`src/rtl/muldiv_seq_pkg.sv`:
```
// Shared types and opcode constants for the RV32M multiply/divide sequencer.
// OPERANDS_WIDTH supplies the default operand width when the build does not set it.
// The optional macro MULDIV_FAST_MUL_EN is consumed by muldiv_seq.
`ifndef OPERANDS_WIDTH
`define OPERANDS_WIDTH 32
`endif

package muldiv_seq_pkg;

  localparam int MULDIV_OP_WIDTH = 3;

  // funct3 encodings of the M extension
  localparam logic [MULDIV_OP_WIDTH-1:0] MULDIV_OP_MUL    = 3'd0;
  localparam logic [MULDIV_OP_WIDTH-1:0] MULDIV_OP_MULH   = 3'd1;
  localparam logic [MULDIV_OP_WIDTH-1:0] MULDIV_OP_MULHSU = 3'd2;
  localparam logic [MULDIV_OP_WIDTH-1:0] MULDIV_OP_MULHU  = 3'd3;
  localparam logic [MULDIV_OP_WIDTH-1:0] MULDIV_OP_DIV    = 3'd4;
  localparam logic [MULDIV_OP_WIDTH-1:0] MULDIV_OP_DIVU   = 3'd5;
  localparam logic [MULDIV_OP_WIDTH-1:0] MULDIV_OP_REM    = 3'd6;
  localparam logic [MULDIV_OP_WIDTH-1:0] MULDIV_OP_REMU   = 3'd7;

  typedef enum logic [1:0] {
    ST_IDLE = 2'd0,
    ST_CALC = 2'd1,
    ST_DONE = 2'd2
  } state_t;

  // rs1 is treated as two's complement
  function automatic logic op_a_signed(input logic [MULDIV_OP_WIDTH-1:0] op);
    return (op == MULDIV_OP_MULH) || (op == MULDIV_OP_MULHSU) ||
           (op == MULDIV_OP_DIV)  || (op == MULDIV_OP_REM);
  endfunction

  // rs2 is treated as two's complement
  function automatic logic op_b_signed(input logic [MULDIV_OP_WIDTH-1:0] op);
    return (op == MULDIV_OP_MULH) || (op == MULDIV_OP_DIV) || (op == MULDIV_OP_REM);
  endfunction

endpackage

```
`src/rtl/muldiv_iter.sv`:
```
// One iteration of the unsigned multiply/divide datapath on the {acc,q} pair.
// Multiply: shift-add, LSB of q selects whether the multiplicand is added; the
//   pair shifts right so {acc,q} holds the 2*XLEN product after XLEN steps.
// Divide: restoring step, the pair shifts left and the divisor is subtracted
//   when it fits; q collects quotient bits, acc ends as the remainder.
// Purely combinational: the caller owns the registers.
module muldiv_iter #(
  parameter int XLEN = 32
) (
  input  logic            i_div,
  input  logic [XLEN-1:0] i_acc,
  input  logic [XLEN-1:0] i_q,
  input  logic [XLEN-1:0] i_opnd,
  output logic [XLEN-1:0] o_acc,
  output logic [XLEN-1:0] o_q
);

  logic [XLEN:0]   w_sum;
  logic [XLEN:0]   w_shift;
  logic [XLEN-1:0] w_diff;
  logic            w_fits;

  // next {acc,q} for the selected mode
  always_comb begin
    w_sum   = {1'b0, i_acc};
    w_shift = {i_acc, i_q[XLEN-1]};
    w_fits  = (w_shift >= {1'b0, i_opnd});
    // the partial remainder stays below the divisor, so XLEN bits suffice
    w_diff  = w_shift[XLEN-1:0] - i_opnd;
    o_acc   = i_acc;
    o_q     = i_q;
    if (i_div) begin
      if (w_fits) begin
        o_acc = w_diff;
        o_q   = {i_q[XLEN-2:0], 1'b1};
      end else begin
        o_acc = w_shift[XLEN-1:0];
        o_q   = {i_q[XLEN-2:0], 1'b0};
      end
    end else begin
      if (i_q[0]) begin
        w_sum = {1'b0, i_acc} + {1'b0, i_opnd};
      end
      o_acc = w_sum[XLEN:1];
      o_q   = {w_sum[0], i_q[XLEN-1:1]};
    end
  end

endmodule

```
`src/rtl/muldiv_seq.sv`:
```
// Multi-cycle RV32M multiply/divide sequencer for the execute stage.
// Operands are captured as magnitudes, iterated one bit per cycle through
// muldiv_iter, and sign-corrected into the result register when DONE retires.
// Optional build macro MULDIV_FAST_MUL_EN: multiplies complete through a
// single-cycle combinational product instead of iterating.
//
// state   | meaning
// IDLE    | waiting for start; operands captured on an accepted start
// CALC    | one datapath step per cycle, XLEN cycles
// DONE    | result fix-up; leaving DONE writes result and pulses done
module muldiv_seq
  import muldiv_seq_pkg::*;
#(
  parameter int XLEN  = `OPERANDS_WIDTH,
  parameter int CNT_W = $clog2(XLEN)
) (
  input  logic                       clk,
  input  logic                       rst,
  input  logic                       start,
  input  logic [MULDIV_OP_WIDTH-1:0] op,
  input  logic [XLEN-1:0]            A,
  input  logic [XLEN-1:0]            B,
  input  logic                       flush,
  output logic                       busy,
  output logic                       done,
  output logic [XLEN-1:0]            result
);

  localparam logic [XLEN-1:0] MIN_NEG = {1'b1, {(XLEN-1){1'b0}}};

  state_t r_state;
  state_t w_state_nxt;

  logic [MULDIV_OP_WIDTH-1:0] r_op;
  logic [XLEN-1:0]            r_acc;
  logic [XLEN-1:0]            r_q;
  logic [XLEN-1:0]            r_opnd;
  logic [XLEN-1:0]            r_spec_res;
  logic [XLEN-1:0]            r_result;
  logic [CNT_W-1:0]           r_cnt;
  logic                       r_neg_q;
  logic                       r_neg_r;
  logic                       r_special;
  logic                       r_done;

  logic                       w_load;
  logic                       w_step;
  logic                       w_finish;
  logic                       w_is_div;
  logic                       w_sa;
  logic                       w_sb;
  logic                       w_div0;
  logic                       w_ovf;
  logic                       w_special;
  logic                       w_fast;
  logic [XLEN-1:0]            w_mag_a;
  logic [XLEN-1:0]            w_mag_b;
  logic [XLEN-1:0]            w_spec_res;
  logic [2*XLEN-1:0]          w_fast_prod;
  logic [XLEN-1:0]            w_acc_nxt;
  logic [XLEN-1:0]            w_q_nxt;
  logic [2*XLEN-1:0]          w_prod;
  logic [2*XLEN-1:0]          w_prod_fix;
  logic [XLEN-1:0]            w_quo_fix;
  logic [XLEN-1:0]            w_rem_fix;
  logic [XLEN-1:0]            w_final;

  // operand decode, magnitudes and special-case detection at capture time
  always_comb begin
    w_is_div   = op[2];
    w_sa       = A[XLEN-1] & op_a_signed(op);
    w_sb       = B[XLEN-1] & op_b_signed(op);
    w_mag_a    = w_sa ? -A : A;
    w_mag_b    = w_sb ? -B : B;
    w_div0     = w_is_div && (B == '0);
    w_ovf      = ((op == MULDIV_OP_DIV) || (op == MULDIV_OP_REM)) &&
                 (A == MIN_NEG) && (B == '1);
    w_special  = w_div0 | w_ovf;
    // REM* keeps the dividend on /0 and yields 0 on overflow; DIV* gives -1 or MIN_NEG
    if (op[1]) begin
      w_spec_res = w_div0 ? A : '0;
    end else begin
      w_spec_res = w_div0 ? '1 : A;
    end
`ifdef MULDIV_FAST_MUL_EN
    w_fast      = ~w_is_div;
    w_fast_prod = {{XLEN{1'b0}}, w_mag_a} * {{XLEN{1'b0}}, w_mag_b};
`else
    w_fast      = 1'b0;
    w_fast_prod = '0;
`endif
  end

  muldiv_iter #(
    .XLEN (XLEN)
  ) u_iter (
    .i_div  (r_op[2]),
    .i_acc  (r_acc),
    .i_q    (r_q),
    .i_opnd (r_opnd),
    .o_acc  (w_acc_nxt),
    .o_q    (w_q_nxt)
  );

  // sign fix-up and result select applied as DONE retires
  always_comb begin
    w_prod     = {r_acc, r_q};
    w_prod_fix = r_neg_q ? -w_prod : w_prod;
    w_quo_fix  = r_neg_q ? -r_q : r_q;
    w_rem_fix  = r_neg_r ? -r_acc : r_acc;
    if (r_special) begin
      w_final = r_spec_res;
    end else if (r_op[2]) begin
      w_final = r_op[1] ? w_rem_fix : w_quo_fix;
    end else if (r_op == MULDIV_OP_MUL) begin
      w_final = w_prod_fix[XLEN-1:0];
    end else begin
      w_final = w_prod_fix[2*XLEN-1:XLEN];
    end
  end

  // state register
  always_ff @(posedge clk) begin
    if (rst) begin
      r_state <= ST_IDLE;
    end else begin
      r_state <= w_state_nxt;
    end
  end

  // next state and datapath strobes; flush overrides everything but reset
  always_comb begin
    w_state_nxt = r_state;
    w_load      = 1'b0;
    w_step      = 1'b0;
    w_finish    = 1'b0;
    case (r_state)
      ST_IDLE: begin
        if (start) begin
          w_load      = 1'b1;
          w_state_nxt = (w_special || w_fast) ? ST_DONE : ST_CALC;
        end
      end
      ST_CALC: begin
        w_step = 1'b1;
        if (r_cnt == '0) begin
          w_state_nxt = ST_DONE;
        end
      end
      ST_DONE: begin
        w_finish    = 1'b1;
        w_state_nxt = ST_IDLE;
      end
      default: begin
        w_state_nxt = ST_IDLE;
      end
    endcase
    if (flush) begin
      w_state_nxt = ST_IDLE;
      w_load      = 1'b0;
      w_step      = 1'b0;
      w_finish    = 1'b0;
    end
  end

  // operand capture, iteration, counter and result/done registers
  always_ff @(posedge clk) begin
    if (rst) begin
      r_op       <= '0;
      r_acc      <= '0;
      r_q        <= '0;
      r_opnd     <= '0;
      r_spec_res <= '0;
      r_result   <= '0;
      r_cnt      <= '0;
      r_neg_q    <= 1'b0;
      r_neg_r    <= 1'b0;
      r_special  <= 1'b0;
      r_done     <= 1'b0;
    end else begin
      r_done <= w_finish;
      if (w_load) begin
        r_op       <= op;
        r_neg_q    <= w_sa ^ w_sb;
        r_neg_r    <= w_sa;
        r_special  <= w_special;
        r_spec_res <= w_spec_res;
        r_cnt      <= CNT_W'(XLEN - 1);
        r_opnd     <= w_is_div ? w_mag_b : w_mag_a;
        if (w_fast) begin
          {r_acc, r_q} <= w_fast_prod;
        end else begin
          r_acc <= '0;
          r_q   <= w_is_div ? w_mag_a : w_mag_b;
        end
      end else if (w_step) begin
        r_acc <= w_acc_nxt;
        r_q   <= w_q_nxt;
        r_cnt <= r_cnt - 1'b1;
      end
      if (w_finish) begin
        r_result <= w_final;
      end
    end
  end

  assign busy   = (r_state == ST_CALC) || (r_state == ST_DONE);
  assign done   = r_done;
  assign result = r_result;

endmodule

```
`config.mk`:
```
export PLATFORM = sky130hd
export DESIGN_NAME = muldiv_seq
export DESIGN_NICKNAME = d
export VERILOG_FILES = /design/src/rtl/muldiv_seq_pkg.sv /design/src/rtl/muldiv_iter.sv /design/src/rtl/muldiv_seq.sv
export SDC_FILE = /design/constraint.sdc
export NUM_CORES = 1
export LEC_CHECK = 0
export CELL_PAD_IN_SITES_DETAIL_PLACEMENT = 0
export CELL_PAD_IN_SITES_GLOBAL_PLACEMENT = 2
export CORE_UTILIZATION = 38
export DETAILED_ROUTE_END_ITERATION = 6
export MAX_ROUTING_LAYER = met4
export PLACE_DENSITY = 0.89
export SKIP_LAST_GASP = 1
export SYNTH_ARGS = -nofsm -noshare
export SYNTH_HDL_FRONTEND = slang
export SYNTH_SLANG_ARGS = --single-unit
export TNS_END_PERCENT = 10
```
`constraint.sdc`:
```
create_clock -name clk -period 10.35 [get_ports clk]
set_input_delay 3.105 -clock clk [delete_from_list [all_inputs] [get_ports clk]]
set_output_delay 3.105 -clock clk [all_outputs]
set_load 0.02 [all_outputs]
```
==> out/results.txt, run 1 <==
initial antenna violation count: 0
most frequent cells in the layout: a21oi_1, nand2_1, nor2_1, o21ai_0, dfxtp_1
post-route cell area: 0.0185 mm²
synthesized area: 0.0165 mm²
Sequential Power Share: 0.349
PnR worst setup slack: 3.33 ns
Tcrit/Tclk final: 0.679
pin count of the biggest net entering global routing: 83
Clk pwr share: 0.308
final setup violation count: 0
commonest non-fill, non-tap cell in the layout: a21oi_1
die area: 0.0443 mm²
clk_lat worst skew: 0.46 ns
post-detail-place hpwl: 57,000 µm
Vias/cell: 6.30
port bufs: 104
unrepaired setup endpoints after global routing: false
CTS Root Cell: clkbuf_16
Slew @ Worst Pin: 1.20 ns
global-route wire length before repair: 111,000 µm
Post-synth ARST share: 0
fin. max-slew vios: 0
CTS buffer count: 17
hold buffer count at CTS: 0
setup TNS: 0 ns
Iteration-0 DRC Markers: 2,028
Top-Level Pins: 105
Die Y: 211 µm
Mean Syn Cell Area: 7.12 µm²
Hold Fails Final Rpt: 0
Sw Share: 0.400
Pwr Total: 2.21 mW
die span in x: 211 µm
Pint: 1.33 mW
Cell Rows: 76
nets: 2,452
P_sw: 0.882 mW
All-Layer GR Usage: 0.343
Post-CTS Setup Bufs: 0
Place WS: 2.95 ns
Num Clock Sinks: 174
vias in the first global route: 16,782
worst ir drop on vdd: 0.000135 V
Comb power frac: 0.343
critical path peak fanout: 33
outcome: finished clean
Cell Area, Placed: 0.0179 mm²
Initial Utilization: 0.385
Max Root-Sink Buffers: 2
final worst hold slack: 0.477 ns
sequential-to-total area share from yosys stat: 0.211
Max Cap Viol: 0
Pwr per Cell Area: 119 mW/mm²
Max-slew headroom: 0.198
DR vias: 18,286
ys flop type: dfxtp_1
R2R depth: 9
CP arrival: 7.43 ns
H-tree levels: 4
hold crit path type: reg2reg
PostCTS Resize Cnt: 0
fin crit period: 7.02 ns
gr ovfl total: 0
n_diodes: 0
Synth Net Count: 2,469
Crit Path Class: in2reg
CP startpoint kind: primary input
EDFF count, synth: 0
Crit. End Element: register
clk slew on worst S/H paths: 0.07 ns
residual DRC count: 0
WP data required: 10.76 ns
Yosys reg bits: 174
core area: 0.0430 mm²
Peak Freq: 0.142 GHz
clk_skew: 0.0122 ns
WL/cell: 25.6 µm
hold path cells: 2
remaining antenna violation count: 0
Yosys warnings: 0
final WL: 74,400 µm
Syn-to-layout area delta: 12.0%
post-synthesis cell count: 2,322
RePlAce Congestion: 0.978
share of cells above drive strength 1: 0.0462
Leak Pwr: 6.74 nW
DRT Pass-1 Iters: 5
TritonCTS clock tree: done
synth unique cells: 81
[worst paths after layout]
path | from | end | slack [ns]
setup / recovery | B[9] | r_state[1] | 3.33
hold / removal | result[24] | result[24] | 0.48
setup reg to reg | r_acc[17] | r_acc[0] | 6.25
hold reg to reg | result[24] | result[24] | 0.48
[per-layer routing]
layer,part of all wire,up-vias,global-route usage
met2,0.45,795,0.529
met5,0,-,-
met1,0.44,8828,0.461
li1,-,8546,-
met3,0.071,117,0.0450
met4,0.034,0,0.116
[kinds of logic (layout without fill, tap and decap cells)]
kind of cell / count (synthesis) / after routing / synth area share
compound gates: 837 / 837 / 0.330
simple gates: 730 / 730 / 0.208
buf+inv: 263 / 259 / 0.0608
xor+xnor: 185 / 185 / 0.0980
flops: 174 / 174 / 0.211
fa+ha+maj: 76 / 76 / 0.0584
mux: 57 / 57 / 0.0345
[registers in the layout (all words and copies together), names as in the netlist]
signal / flops
done: 1
r_acc: 32
r_cnt: 5
r_neg_q: 1
r_neg_r: 1
r_op: 3
r_opnd: 32
r_q: 32
r_spec_res: 32
r_special: 1
r_state: 2
result: 32
[through the flow]
step                 util  std cells
floorplan               -       2322
global placement    0.417       2871
detailed placement  0.417       2871
CTS                 0.431       2903
global route        0.431       2903
finish              0.431       2903
[layout make-up]
cell class                 instances  area, µm²
clock buffer                      20        468
fill                            4524      24500
multi-input combinational       1885      12100
inverter                          86        323
sequential                       174       3490
timing repair buffer             141       1310
tap                              585        732
clock inverter                    12        121
[critical path, stage by stage]
cell	delay, ns
clkdlybuf4s50_1	0.50
or4_1	0.62
or4_1	0.49
nor4_1	0.80
and3_1	0.34
and4b_1	1.01
nor2_1	0.21
a21oi_1	0.21
o21a_1	0.12
[power by group through the flow]
stage	Clock, mW	Sequential (mW)	Combinational, mW
after floorplan	0	0.743	0.494
after global placement	0	0.782	0.738
after detailed placement	0	0.782	0.739
after CTS	0.684	0.766	0.743
after global routing	0.710	0.772	0.812
final	0.681	0.770	0.757
[synthesized netlist by cell type, types with 17 or more instances]
cell type	instances	area (µm²)
a211oi_1	77	578
clkbuf_1	159	597
nor2_1	214	803
ha_1	74	926
o211ai_1	45	338
o21a_1	17	128
inv_1	82	308
nor4_1	23	144
xnor2_1	115	1010
nor3_1	63	315
dfxtp_1	174	3480
mux2i_1	57	571
a221oi_1	20	175
nand3_1	44	220
o21ai_0	185	926
or3_1	26	163
xor2_1	70	613
nand2_1	215	807
nand4_1	36	225
a21oi_1	225	1130
o31ai_1	52	390
or4_1	18	135
a31oi_1	28	175
a21o_1	32	240
(Power assumes the default switching activity.)
==> inputs of run 2 (changes only) <==
- CORE_UTILIZATION: 38 -> 32
- PLACE_DENSITY: 0.89 -> 0.8
- clock period: 10.35 -> 6 ns (I/O delays scaled with it)
==> out/results.txt, run 2 (synthesis gave the netlist of run 1 again) <==
Peak Freq: 0.209 GHz
final WL: 78,500 µm
worst ir drop on vdd: 0.000142 V
Initial Utilization: 0.327
most frequent cells in the layout: a21oi_1, nand2_1, nor2_1, o21ai_0, dfxtp_1
Crit Path Class: in2reg
Iteration-0 DRC Markers: 2,009
r2r startpoint: r_acc[0]
hold path startpoint: result[4]
H-tree levels: 4
Die Y: 229 µm
core area: 0.0506 mm²
Comb power frac: 0.343
die area: 0.0526 mm²
Num Clock Sinks: 174
TritonCTS clock tree: done
vias in the first global route: 17,421
RePlAce Congestion: 0.943
Vias/cell: 6.13
remaining antenna violation count: 0
Post-CTS Setup Bufs: 0
hold buffer count at CTS: 0
Max Cap Viol: 0
PnR worst setup slack: 1.22 ns
Top-Level Pins: 105
gr ovfl total: 0
WP data required: 6.33 ns
Crit. End Element: register
clk_skew: 0.0163 ns
clk slew on worst S/H paths: 0.08 ns
critical path peak fanout: 6
port bufs: 104
Slew @ Worst Pin: 1.08 ns
Hold Fails Final Rpt: 0
Pint: 2.23 mW
Cell Rows: 82
Place WS: 0.750 ns
fill count: 5,386
n_diodes: 0
CTS buffer count: 17
Pwr per Cell Area: 205 mW/mm²
share of cells above drive strength 1: 0.0494
Sequential Power Share: 0.350
clk_lat worst skew: 0.49 ns
Leak Pwr: 6.79 nW
global-route wire length before repair: 115,000 µm
All-Layer GR Usage: 0.302
CP startpoint kind: primary input
fin crit period: 4.78 ns
Sw Share: 0.416
DR vias: 18,375
outcome: finished clean
DRT Pass-1 Iters: 6
Worst Setup SP: B[9]
fin. max-slew vios: 0
final core occ: 0.370
setup TNS: 0 ns
P_sw: 1.59 mW
Max Root-Sink Buffers: 2
CTS Root Cell: clkbuf_16
commonest non-fill, non-tap cell in the layout: a21oi_1
PostCTS Resize Cnt: 0
CP arrival: 5.11 ns
final setup violation count: 0
die span in x: 229 µm
nets: 2,461
pin count of the biggest net entering global routing: 83
post-detail-place hpwl: 60,900 µm
Tcrit/Tclk final: 0.797
WL/cell: 26.2 µm
hold crit path type: reg2reg
Syn-to-layout area delta: 13.1%
initial antenna violation count: 2
residual DRC count: 0
unrepaired setup endpoints after global routing: false
Max-slew headroom: 0.276
Clk pwr share: 0.307
==> run 2: cell types whose count changed in the layout (fill, tap and decap cells not counted), moves of 2 or more <==
| cell | change |
|---|---|
| clkinv_2 | -2 |
| clkinv_8 | +3 |
| nor2_1 | +2 |
| inv_8 | +5 |
| buf_4 | +8 |
| nor2_2 | -2 |
| inv_6 | -3 |
==> run 2: critical path, cell delays in order <==
cell             delay, ns
clkdlybuf4s50_1       0.52
or4_1                 0.63
or4_1                 0.50
nor4_1                0.64
and2_1                0.30
a21oi_1               0.10
xnor2_1               0.40
o221ai_1              0.22
==> run 2: routing by layer <==
metal / wire, µm / vias to the layer above / global-route usage
li1: - / 8568 / -
met1: 35900 / 8975 / 0.402
met2: 35200 / 717 / 0.463
met3: 4940 / 115 / 0.0492
met4: 2390 / 0 / 0.0975
met5: 0 / - / -
==> run 2: path summary, 6_finish.rpt <==
| path | to | slack [ns] | cells past startpoint |
|---|---|---|---|
| max reg2reg | r_acc[25] | 1.53 | 10 |
| min reg2reg | result[4] | 0.47 | 2 |
| min | result[4] | 0.47 | 2 |
| max | r_opnd[27] | 1.22 | 8 |
==> run 2: cell type report <==
type	instances	area [µm²]	area share
multi-input cells	1885	12100	0.645
repair buffers	150	1390	0.0744
well taps	672	841	0.0450
clock inverters	15	168	0.00897
flip-flops and latches	174	3490	0.187
inverters	86	323	0.0173
clock buffers	17	425	0.0228
==> run 2: power groups by stage <==
stage / combinational [mW] / clock, mW / sequential, mW
global placement: 1.28 / 0 / 1.36
detailed placement: 1.28 / 0 / 1.36
CTS: 1.29 / 1.19 / 1.33
global route: 1.41 / 1.23 / 1.34
floorplan: 0.853 / 0 / 1.28
finish: 1.31 / 1.18 / 1.34
==> run 2: per-stage QoR <==
step	total power [mW]	cell area, µm²	hold WS, ns	instances
detailed placement	2.64	18100	0.447	2967
CTS	3.81	18700	0.466	2999
finish	3.83	18700	0.468	2999
floorplan	2.14	16500	0.449	2322
global placement	2.64	18100	0.456	2967
global route	3.99	18700	0.492	2999
==> inputs of run 3 (changes only) <==
- clock period: 6 -> 4.3 ns (I/O delays scaled with it)
==> out/results.txt, run 3 (synthesis gave the netlist of run 1 again) <==
outcome: finished clean
Pwr per Cell Area: 280 mW/mm²
WP buf/inv: 2
RePlAce Congestion: 0.978
core area: 0.0506 mm²
H-tree levels: 4
remaining antenna violation count: 0
hold path cells: 2
gr ovfl total: 0
Cell Rows: 82
Comb power frac: 0.360
WP data required: 4.71 ns
end of the worst register-to-register path: r_acc[23]
Sw Share: 0.398
critical path peak fanout: 10
share of cells above drive strength 1: 0.0833
commonest non-fill, non-tap cell in the layout: a21oi_1
Post-CTS Setup Bufs: 0
residual DRC count: 0
post-detail-place hpwl: 60,900 µm
setup TNS: 0 ns
Worst Setup SP: r_opnd[13]
Max Root-Sink Buffers: 2
hold path startpoint: result[26]
Crit Path Class: reg2reg
Iteration-0 DRC Markers: 1,991
port bufs: 104
met3 usage: 0.0451
All-Layer GR Usage: 0.298
Initial Utilization: 0.327
met1 Use GR: 0.399
hold buffer count at CTS: 0
Num Clock Sinks: 174
DRT Pass-1 Iters: 6
Sequential Power Share: 0.340
final setup violation count: 0
clk_lat worst skew: 0.47 ns
die area: 0.0526 mm²
most frequent cells in the layout: a21oi_1, nand2_1, nor2_1, o21ai_0, dfxtp_1
Clk pwr share: 0.300
CP top delay family: simple AND/OR/NAND/NOR gates
global-route wire length before repair: 114,000 µm
TritonCTS clock tree: done
CP max stage cell: or4_1
Max Cap Viol: 0
fill count: 5,319
final core occ: 0.383
Die Y: 229 µm
initial antenna violation count: 1
Pwr Total: 5.43 mW
R2R depth: 11
Pint: 3.27 mW
Syn-to-layout area delta: 17.2%
CTS buffer count: 17
final WL: 77,300 µm
hold crit path type: reg2reg
Slew @ Worst Pin: 1.04 ns
die span in x: 229 µm
nets: 2,549
Hold Fails Final Rpt: 0
pin count of the biggest net entering global routing: 86
Crit path largest cell delay: 0.74 ns
busiest grt layer: met2
clk_skew: 0.0116 ns
Top-Level Pins: 105
WL/cell: 25.0 µm
r2r setup slk: 0.17 ns
hold path endpoint: result[26]
register area: 0.00349 mm²
Peak Freq: 0.242 GHz
DR vias: 18,547
multi-input gate area in the final layout: 0.0121 mm²
r2r startpoint: r_opnd[13]
Vias/cell: 6.01
CTS Root Cell: clkbuf_16
fin. max-slew vios: 0
Leak Pwr: 7.24 nW
PostCTS Resize Cnt: 0
unrepaired setup endpoints after global routing: false
P_sw: 2.16 mW
clk slew on worst S/H paths: 0.07 ns
CP startpoint kind: register
Tcrit/Tclk final: 0.960
met2 Usage GRT: 0.463
CP arrival: 4.53 ns
worst ir drop on vdd: 0.000200 V
vias in the first global route: 17,463
Max-slew headroom: 0.300
Crit. End Element: register
crit-path cells: inv_1 > ha_1 > and2_0 > nand2_1 > or4_1 > o311ai_0 > and2_1 > nor2_1 > buf_4 > a2111oi_0 > o211a_1
fin crit period: 4.13 ns
run 3: changes by cell type in the layout (fill, tap and decap cells not counted), sizes merged:
cell	change
buf	+88
bufinv	+2
clkinv	-3
clkinvlp	+1
diode	+1
inv	-1
run 3: final cells by class:
type / instances / share of cell area
Inverter: 86 / 0.0167
Timing Repair Buffer: 238 / 0.107
Tap cell: 672 / 0.0434
Multi-Input combinational cell: 1885 / 0.623
Antenna cell: 1 / 0.000129
Clock buffer: 17 / 0.0220
Sequential cell: 174 / 0.180
Clock inverter: 14 / 0.00807
run 3: power groups by stage:
stage          Sequential [mW]  Combinational [mW]  Clock, mW
4_1_cts                   1.84                1.92       1.64
3_5_place_dp              1.87                1.91          0
2_1_floorplan             1.79                1.19          0
6_report                  1.85                1.95       1.63
3_3_place_gp              1.87                1.91          0
5_1_grt                   1.85                2.09       1.72
run 3: worst register-to-register path, stage by stage (launching register included):
cell and delay (ns):
dfxtp_1 0.43, inv_1 0.07, ha_1 0.41, and2_0 0.32, nand2_1 0.16, or4_1 0.74, o311ai_0 0.53, and2_1 0.28
nor2_1 0.09, buf_4 0.18, a2111oi_0 0.59, o211a_1 0.25
run 3: how the worst max path moves through the flow:
stage	depth (start not counted)	endpoint	slack, ns
2_1_floorplan	8	r_spec_res[10]	0.31
3_3_place_gp	10	r_opnd[24]	0.04
3_5_place_dp	10	r_opnd[21]	0.02
4_1_cts	11	r_acc[23]	0.30
5_1_grt	11	r_acc[23]	0.18
6_report	11	r_acc[23]	0.17
run 3: stage by stage:
step,cells,setup slack [ns],area (µm²),hold WS [ns]
global placement,3055,0.0398,18800,0.460
finish,3087,0.173,19400,0.471
detailed placement,3055,0.0230,18800,0.449
global route,3086,0.181,19400,0.495
floorplan,2322,0.306,16500,0.449
CTS,3086,0.299,19400,0.475
run 3: per-layer routing:
| metal | up-vias | wire length [µm] |
|---|---|---|
| li1 | 8750 | - |
| met1 | 8937 | 34600 |
| met2 | 770 | 35100 |
| met3 | 90 | 5480 |
| met4 | 0 | 2020 |
| met5 | - | 0 |
